[src/rtl/cam_lookup_ctrl.sv]
// Sequencer that shares a 128x48 CAM between a lookup client and a host write/flush client.
// Build option: define CAM_AUTOLEARN_EN to learn missed keys into the FIFO victim slot.
module cam_lookup_ctrl #(
    parameter int KEY_W     = 48,
    parameter int AD_W      = 7,
    parameter int NUM_WORDS = 128,
    parameter int CAM_LAT   = 1,
    parameter logic [KEY_W-1:0] INVALID_KEY = {KEY_W{1'b1}}
) (
    input  logic              Clock,
    input  logic              Reset,
    input  logic              LkReq,
    input  logic [KEY_W-1:0]  LkKey,
    output logic              LkAck,
    output logic              LkHit,
    output logic [AD_W-1:0]   LkAddr,
    output logic              LkMulti,
    input  logic              HwReq,
    input  logic [AD_W-1:0]   HwAddr,
    input  logic [KEY_W-1:0]  HwKey,
    output logic              HwAck,
    input  logic              FlushReq,
    output logic              Busy,
    output logic              Full,
    output logic [AD_W:0]     Used,
    output logic [KEY_W-1:0]  CamData,
    output logic [AD_W-1:0]   CamWad,
    output logic              CamWe,
    output logic              CamClkEn,
    output logic              CamEnMask,
    output logic              CamWrMask,
    output logic              CamWrDc,
    input  logic [AD_W-1:0]   CamAddress,
    input  logic              CamMatch,
    input  logic              CamMulMatch
);

    typedef enum logic [2:0] {
        IDLE   = 3'd0,
        SEARCH = 3'd1,
        RESP   = 3'd2,
        WRITE  = 3'd3,
        FLUSH  = 3'd4
`ifdef CAM_AUTOLEARN_EN
        ,
        LEARN  = 3'd5
`endif
    } state_t;

    state_t            state_reg, state_next;
    logic [1:0]        wait_reg, wait_next;
    logic [KEY_W-1:0]  cam_data_reg, cam_data_next;
    logic [AD_W-1:0]   cam_wad_reg, cam_wad_next;
    logic              cam_we_reg, cam_we_next;
    logic              cam_clk_en_reg, cam_clk_en_next;
    logic              lk_ack_reg, lk_ack_next;
    logic              lk_hit_reg, lk_hit_next;
    logic [AD_W-1:0]   lk_addr_reg, lk_addr_next;
    logic              lk_multi_reg, lk_multi_next;
    logic              hw_ack_reg, hw_ack_next;
    logic              busy_reg, busy_next;
    logic              full_reg, full_next;
    logic [AD_W:0]     used_reg, used_next;
`ifdef CAM_AUTOLEARN_EN
    logic [AD_W-1:0]   vp_reg, vp_next;
`endif

    always_comb begin
        state_next      = state_reg;
        wait_next       = wait_reg;
        cam_data_next   = cam_data_reg;
        cam_wad_next    = cam_wad_reg;
        cam_we_next     = 1'b0;
        cam_clk_en_next = 1'b0;
        lk_ack_next     = 1'b0;
        lk_hit_next     = 1'b0;
        lk_addr_next    = '0;
        lk_multi_next   = 1'b0;
        hw_ack_next     = 1'b0;
        used_next       = used_reg;
`ifdef CAM_AUTOLEARN_EN
        vp_next         = vp_reg;
`endif
        case (state_reg)
            IDLE: begin
                // A request still high during its own ack cycle is the old one, not a new one.
                if (FlushReq) begin
                    state_next      = FLUSH;
                    cam_we_next     = 1'b1;
                    cam_clk_en_next = 1'b1;
                    cam_wad_next    = '0;
                    cam_data_next   = INVALID_KEY;
                end else if (HwReq && !hw_ack_reg) begin
                    state_next      = WRITE;
                    cam_we_next     = 1'b1;
                    cam_clk_en_next = 1'b1;
                    cam_wad_next    = HwAddr;
                    cam_data_next   = HwKey;
                end else if (LkReq && !lk_ack_reg) begin
                    state_next      = SEARCH;
                    cam_clk_en_next = 1'b1;
                    cam_data_next   = LkKey;
                    wait_next       = 2'd0;
                end
            end
            SEARCH: begin
                if (wait_reg == 2'(CAM_LAT - 1)) begin
                    state_next = RESP;
                end else begin
                    wait_next       = wait_reg + 2'd1;
                    cam_clk_en_next = 1'b1;
                end
            end
            RESP: begin
                if (CamMatch) begin
                    state_next    = IDLE;
                    lk_ack_next   = 1'b1;
                    lk_hit_next   = 1'b1;
                    lk_addr_next  = CamAddress;
                    lk_multi_next = CamMulMatch;
                end else begin
`ifdef CAM_AUTOLEARN_EN
                    state_next      = LEARN;
                    cam_we_next     = 1'b1;
                    cam_clk_en_next = 1'b1;
                    cam_wad_next    = vp_reg;
                    cam_data_next   = LkKey;
`else
                    state_next  = IDLE;
                    lk_ack_next = 1'b1;
`endif
                end
            end
`ifdef CAM_AUTOLEARN_EN
            LEARN: begin
                state_next   = IDLE;
                lk_ack_next  = 1'b1;
                lk_addr_next = vp_reg;
                vp_next      = vp_reg + AD_W'(1);
                if (used_reg != (AD_W+1)'(NUM_WORDS))
                    used_next = used_reg + (AD_W+1)'(1);
            end
`endif
            WRITE: begin
                state_next  = IDLE;
                hw_ack_next = 1'b1;
            end
            FLUSH: begin
                if (cam_wad_reg == {AD_W{1'b1}}) begin
                    state_next = IDLE;
                    used_next  = '0;
`ifdef CAM_AUTOLEARN_EN
                    vp_next    = '0;
`endif
                end else begin
                    cam_we_next     = 1'b1;
                    cam_clk_en_next = 1'b1;
                    cam_wad_next    = cam_wad_reg + AD_W'(1);
                end
            end
            default: state_next = IDLE;
        endcase
        busy_next = (state_next != IDLE);
        full_next = (used_next == (AD_W+1)'(NUM_WORDS));
    end

    always_ff @(posedge Clock or negedge Reset) begin
        if (!Reset) begin
            state_reg      <= IDLE;
            wait_reg       <= '0;
            cam_data_reg   <= '0;
            cam_wad_reg    <= '0;
            cam_we_reg     <= 1'b0;
            cam_clk_en_reg <= 1'b0;
            lk_ack_reg     <= 1'b0;
            lk_hit_reg     <= 1'b0;
            lk_addr_reg    <= '0;
            lk_multi_reg   <= 1'b0;
            hw_ack_reg     <= 1'b0;
            busy_reg       <= 1'b0;
            full_reg       <= 1'b0;
            used_reg       <= '0;
`ifdef CAM_AUTOLEARN_EN
            vp_reg         <= '0;
`endif
        end else begin
            state_reg      <= state_next;
            wait_reg       <= wait_next;
            cam_data_reg   <= cam_data_next;
            cam_wad_reg    <= cam_wad_next;
            cam_we_reg     <= cam_we_next;
            cam_clk_en_reg <= cam_clk_en_next;
            lk_ack_reg     <= lk_ack_next;
            lk_hit_reg     <= lk_hit_next;
            lk_addr_reg    <= lk_addr_next;
            lk_multi_reg   <= lk_multi_next;
            hw_ack_reg     <= hw_ack_next;
            busy_reg       <= busy_next;
            full_reg       <= full_next;
            used_reg       <= used_next;
`ifdef CAM_AUTOLEARN_EN
            vp_reg         <= vp_next;
`endif
        end
    end

    assign LkAck     = lk_ack_reg;
    assign LkHit     = lk_hit_reg;
    assign LkAddr    = lk_addr_reg;
    assign LkMulti   = lk_multi_reg;
    assign HwAck     = hw_ack_reg;
    assign Busy      = busy_reg;
    assign Full      = full_reg;
    assign Used      = used_reg;
    assign CamData   = cam_data_reg;
    assign CamWad    = cam_wad_reg;
    assign CamWe     = cam_we_reg;
    assign CamClkEn  = cam_clk_en_reg;
    assign CamEnMask = 1'b0;
    assign CamWrMask = 1'b0;
    assign CamWrDc   = 1'b0;

endmodule

[config.mk]
export PLATFORM = sky130hd
export DESIGN_NAME = cam_lookup_ctrl
export DESIGN_NICKNAME = d
export VERILOG_FILES = /design/src/rtl/cam_lookup_ctrl.sv
export SDC_FILE = /design/constraint.sdc
export NUM_CORES = 1
export LEC_CHECK = 0
export CORE_ASPECT_RATIO = 0.9
export CORE_MARGIN = 4
export CORE_UTILIZATION = 41
export DETAILED_ROUTE_END_ITERATION = 10
export PLACE_DENSITY = 0.89
export SLEW_MARGIN = 20
export SYNTH_ARGS = -nofsm -noshare
export SYNTH_HDL_FRONTEND = slang
export SYNTH_SLANG_ARGS = --single-unit
[constraint.sdc]
create_clock -name Clock -period 2.2 [get_ports Clock]
set_clock_uncertainty 0.15 [all_clocks]
set_input_delay 0.22 -clock Clock [delete_from_list [all_inputs] [get_ports Clock]]
set_output_delay 0.22 -clock Clock [all_outputs]
set_load 0.05 [all_outputs]
==> impl_metrics.env <==
export IMPL_die_width_um=112
export IMPL_cp_arrival_ps=1680
export IMPL_vdd_ir_drop_worst_mv=0.884
export IMPL_cellPowerDensity_nw_per_um2=1370
export IMPL_numCtsBuffers=9
export IMPL_critical_path_class="reg2out"
export IMPL_grt_usage_pct=20.6
export IMPL_grt_max_degree=51
export IMPL_status="finished, final reports clean"
export IMPL_cp_end_kind="output pin"
export IMPL_rows=33
export IMPL_ys_types=49
export IMPL_drt_iter0_markers=331
export IMPL_num_vias=3876
export IMPL_cp_start_kind="flip-flop"
export IMPL_drc_errors=0
export IMPL_tritoncts="done"
export IMPL_cts_resized=0
export IMPL_largest_reg_flops=48
export IMPL_required_ps=1830
export IMPL_cts_root_buf="clkbuf_8"
export IMPL_grt_pass1_vias=3838
export IMPL_clk_pin_slew_worst_paths_ps=90
export IMPL_drt_total_wl_um=12000
export IMPL_fin_nets=717
export IMPL_synthCells=409
export IMPL_fin_hold_ws_ps=302
export IMPL_slowest_delay_ps=810
export IMPL_finalCritPeriodShare_pct=93.1
export IMPL_final_cell_area_sq_um=6270
export IMPL_grt_overflow_total=0
export IMPL_cap_viol_max_count=0
export IMPL_drive_gt1_share_pct=7.63
export IMPL_final_min_clock_period_ps=2050
export IMPL_ant_nets=0
export IMPL_synth_most_common_cell="nand2_1"
export IMPL_insertion_delay_ps=340
export IMPL_dieArea_sq_um=11300
export IMPL_crit_path_cell_trace="buf_4 > clkdlybuf4s50_1"
export IMPL_gp_congestion=0.865
export IMPL_netlist_area_leader_share_pct=52.4
export IMPL_cp_top_family="buffers and inverters"
export IMPL_cpMaxStageDelayCell="clkdlybuf4s50_1"
export IMPL_worstHoldStart="CamAddress[5]"
export IMPL_r2r_cells=5
export IMPL_ys_seq_area_share_pct=52.4
export IMPL_hold_path_cell_count=2
export IMPL_critPathBufInv=2
export IMPL_via_per_inst=5.35
export IMPL_cts_sinks=83
export IMPL_hold_path_class="in2reg"
export IMPL_yosysWarnings=0
export IMPL_area_growth_syn_to_layout_pct=58.0
export IMPL_drv_slew=0
export IMPL_worstReg2RegStart="CamWad[1]"
export IMPL_n_antenna_cell=0
export IMPL_firstDrtPassIters=5
export IMPL_setup_tns_final_ps=0
export IMPL_grt_first_pass_wirelength_um=18800
export IMPL_r2r_slack_ps=270
export IMPL_synth_edf_count=0
export IMPL_cp_max_fo=6
export IMPL_avgSynthCellArea_sq_um=9.70
export IMPL_start_util_pct=42.7
export IMPL_fill_cells=711
export IMPL_regToRegEndpoint="CamWad[1]"
export IMPL_antenna_found_initial=0
export IMPL_synth_commonest_cells="nand2_1, dfrtp_1, a31oi_1"
export IMPL_port_buffers=194
export IMPL_htree_levels=3
export IMPL_setup_viol=0
export IMPL_postPlaceCellArea_sq_um=6080
export IMPL_max_slew_margin_pct=57.5
export IMPL_core_sq_um=9290
export IMPL_rsz0062_at_grt="false"
export IMPL_die_h_um=101
export IMPL_hold_end="LkAddr[5]"
export IMPL_synth_top_flop_cell="dfrtp_1"
export IMPL_synth_seq_cells=83
export IMPL_avgRoutedWirePerCell_um=16.5
export IMPL_synth_top_area_cell="dfrtp_1"
export IMPL_io_pins=198
export IMPL_synth_area_sq_um=3970
export IMPL_async_flop_share_pct=100
export IMPL_synth_area_leaders="dfrtp_1, nand2_1, a21o_1, a31oi_1, clkbuf_1"
export IMPL_hold_viol=0
export IMPL_worst_slew_pin_slew_ps=637
export IMPL_clock_fmax_ghz=0.488
export IMPL_dp_hpwl_um=9070
export IMPL_cts_path_max_buffers=2
export IMPL_leakagePower_uw=0.00292
layout by cell type, fill, tap and decap left out, types with 3 or more instances in the layout:
| cell | instances |
|---|---|
| clkbuf_1 | 3 |
| and3_1 | 8 |
| buf_4 | 12 |
| buf_12 | 5 |
| clkbuf_8 | 10 |
| dfrtp_1 | 83 |
| nand2_1 | 104 |
| clkdlybuf4s50_1 | 193 |
| a21o_1 | 49 |
| nor2_1 | 7 |
| nand3_1 | 4 |
| conb_1 | 3 |
| a21oi_1 | 6 |
| inv_1 | 4 |
| a31oi_1 | 51 |
| nor3_1 | 3 |
| nor2b_1 | 10 |
layout make-up:
cell class	instances	area (sq um)	area share (%)
multi-input cells	288	1710	27.4
well taps	122	153	2.44
inverters	5	18.8	0.299
clock buffers	13	149	2.38
repair buffers	211	2130	34.0
clock inverters	3	23.8	0.379
flip-flops and latches	83	2080	33.1
worst max path at each step:
| stage | start | depth (start not counted) | to |
|---|---|---|---|
| after global placement | FlushReq | 5 | CamWad[5] |
| after CTS | CamWad[0] | 2 | CamWad[0] |
| after global routing | CamWad[0] | 2 | CamWad[0] |
| final | CamWad[0] | 2 | CamWad[0] |
| after detailed placement | FlushReq | 3 | state_reg[2] |
| after floorplan | CamWad[0] | 5 | CamWad[1] |
logic make-up (layout without fill, tap and decap cells):
kind of cell | count (synthesis) | count (layout) | share of synthesized area [%]
buf+inv | 40 | 232 | 4.86
flops | 83 | 83 | 52.4
other cells | 1 | 3 | 0.0945
compound gates | 127 | 127 | 23.2
mux | 1 | 1 | 0.284
fa+ha+maj | 2 | 2 | 0.631
simple gates | 155 | 155 | 18.6
metal layers:
metal  up-vias  share of wire [%]  global-route usage [%]
met5         -                  0                       0
met4         0                2.1                    6.27
met3        23                8.7                    7.29
met2       174                 52                    36.9
met1      1865                 37                    23.2
li1       1814                  -                       -
per-stage QoR:
step | std cells | setup WS [ps] | total power (uW) | utilization (%)
after detailed placement | 708 | 110 | 7680 | 65.5
final | 725 | 151 | 8600 | 67.5
after floorplan | 411 | 85.3 | 5830 | -
after global routing | 725 | 76.5 | 9040 | 67.5
after CTS | 725 | 118 | 8680 | 67.5
after global placement | 708 | 146 | 7520 | 65.5
worst register-to-register path: cells and delay by family, from the launching register on:
kind / cells / cell delay [ps]
AO/OA/AOI/OAI: 1 / 300
adder cells (fa/ha/maj): 1 / 250
flip-flops: 1 / 420
multiplexers: 1 / 320
AND/OR/NAND/NOR: 2 / 380
power by group:
| part | leakage (uW) | internal (uW) | switching, uW | total, uW |
|---|---|---|---|---|
| clock | 0.0000799 | 445 | 523 | 968 |
| combinational | 0.00181 | 1950 | 3210 | 5160 |
| sequential | 0.00103 | 2110 | 376 | 2480 |
| total | 0.00292 | 4500 | 4110 | 8600 |
timing repair:
item,in CTS,in global routing
hold buffers,1,0
buffers inserted,0,0
hold endpoints to repair,48,0
Note: power is estimated with default switching activity, not from simulation.
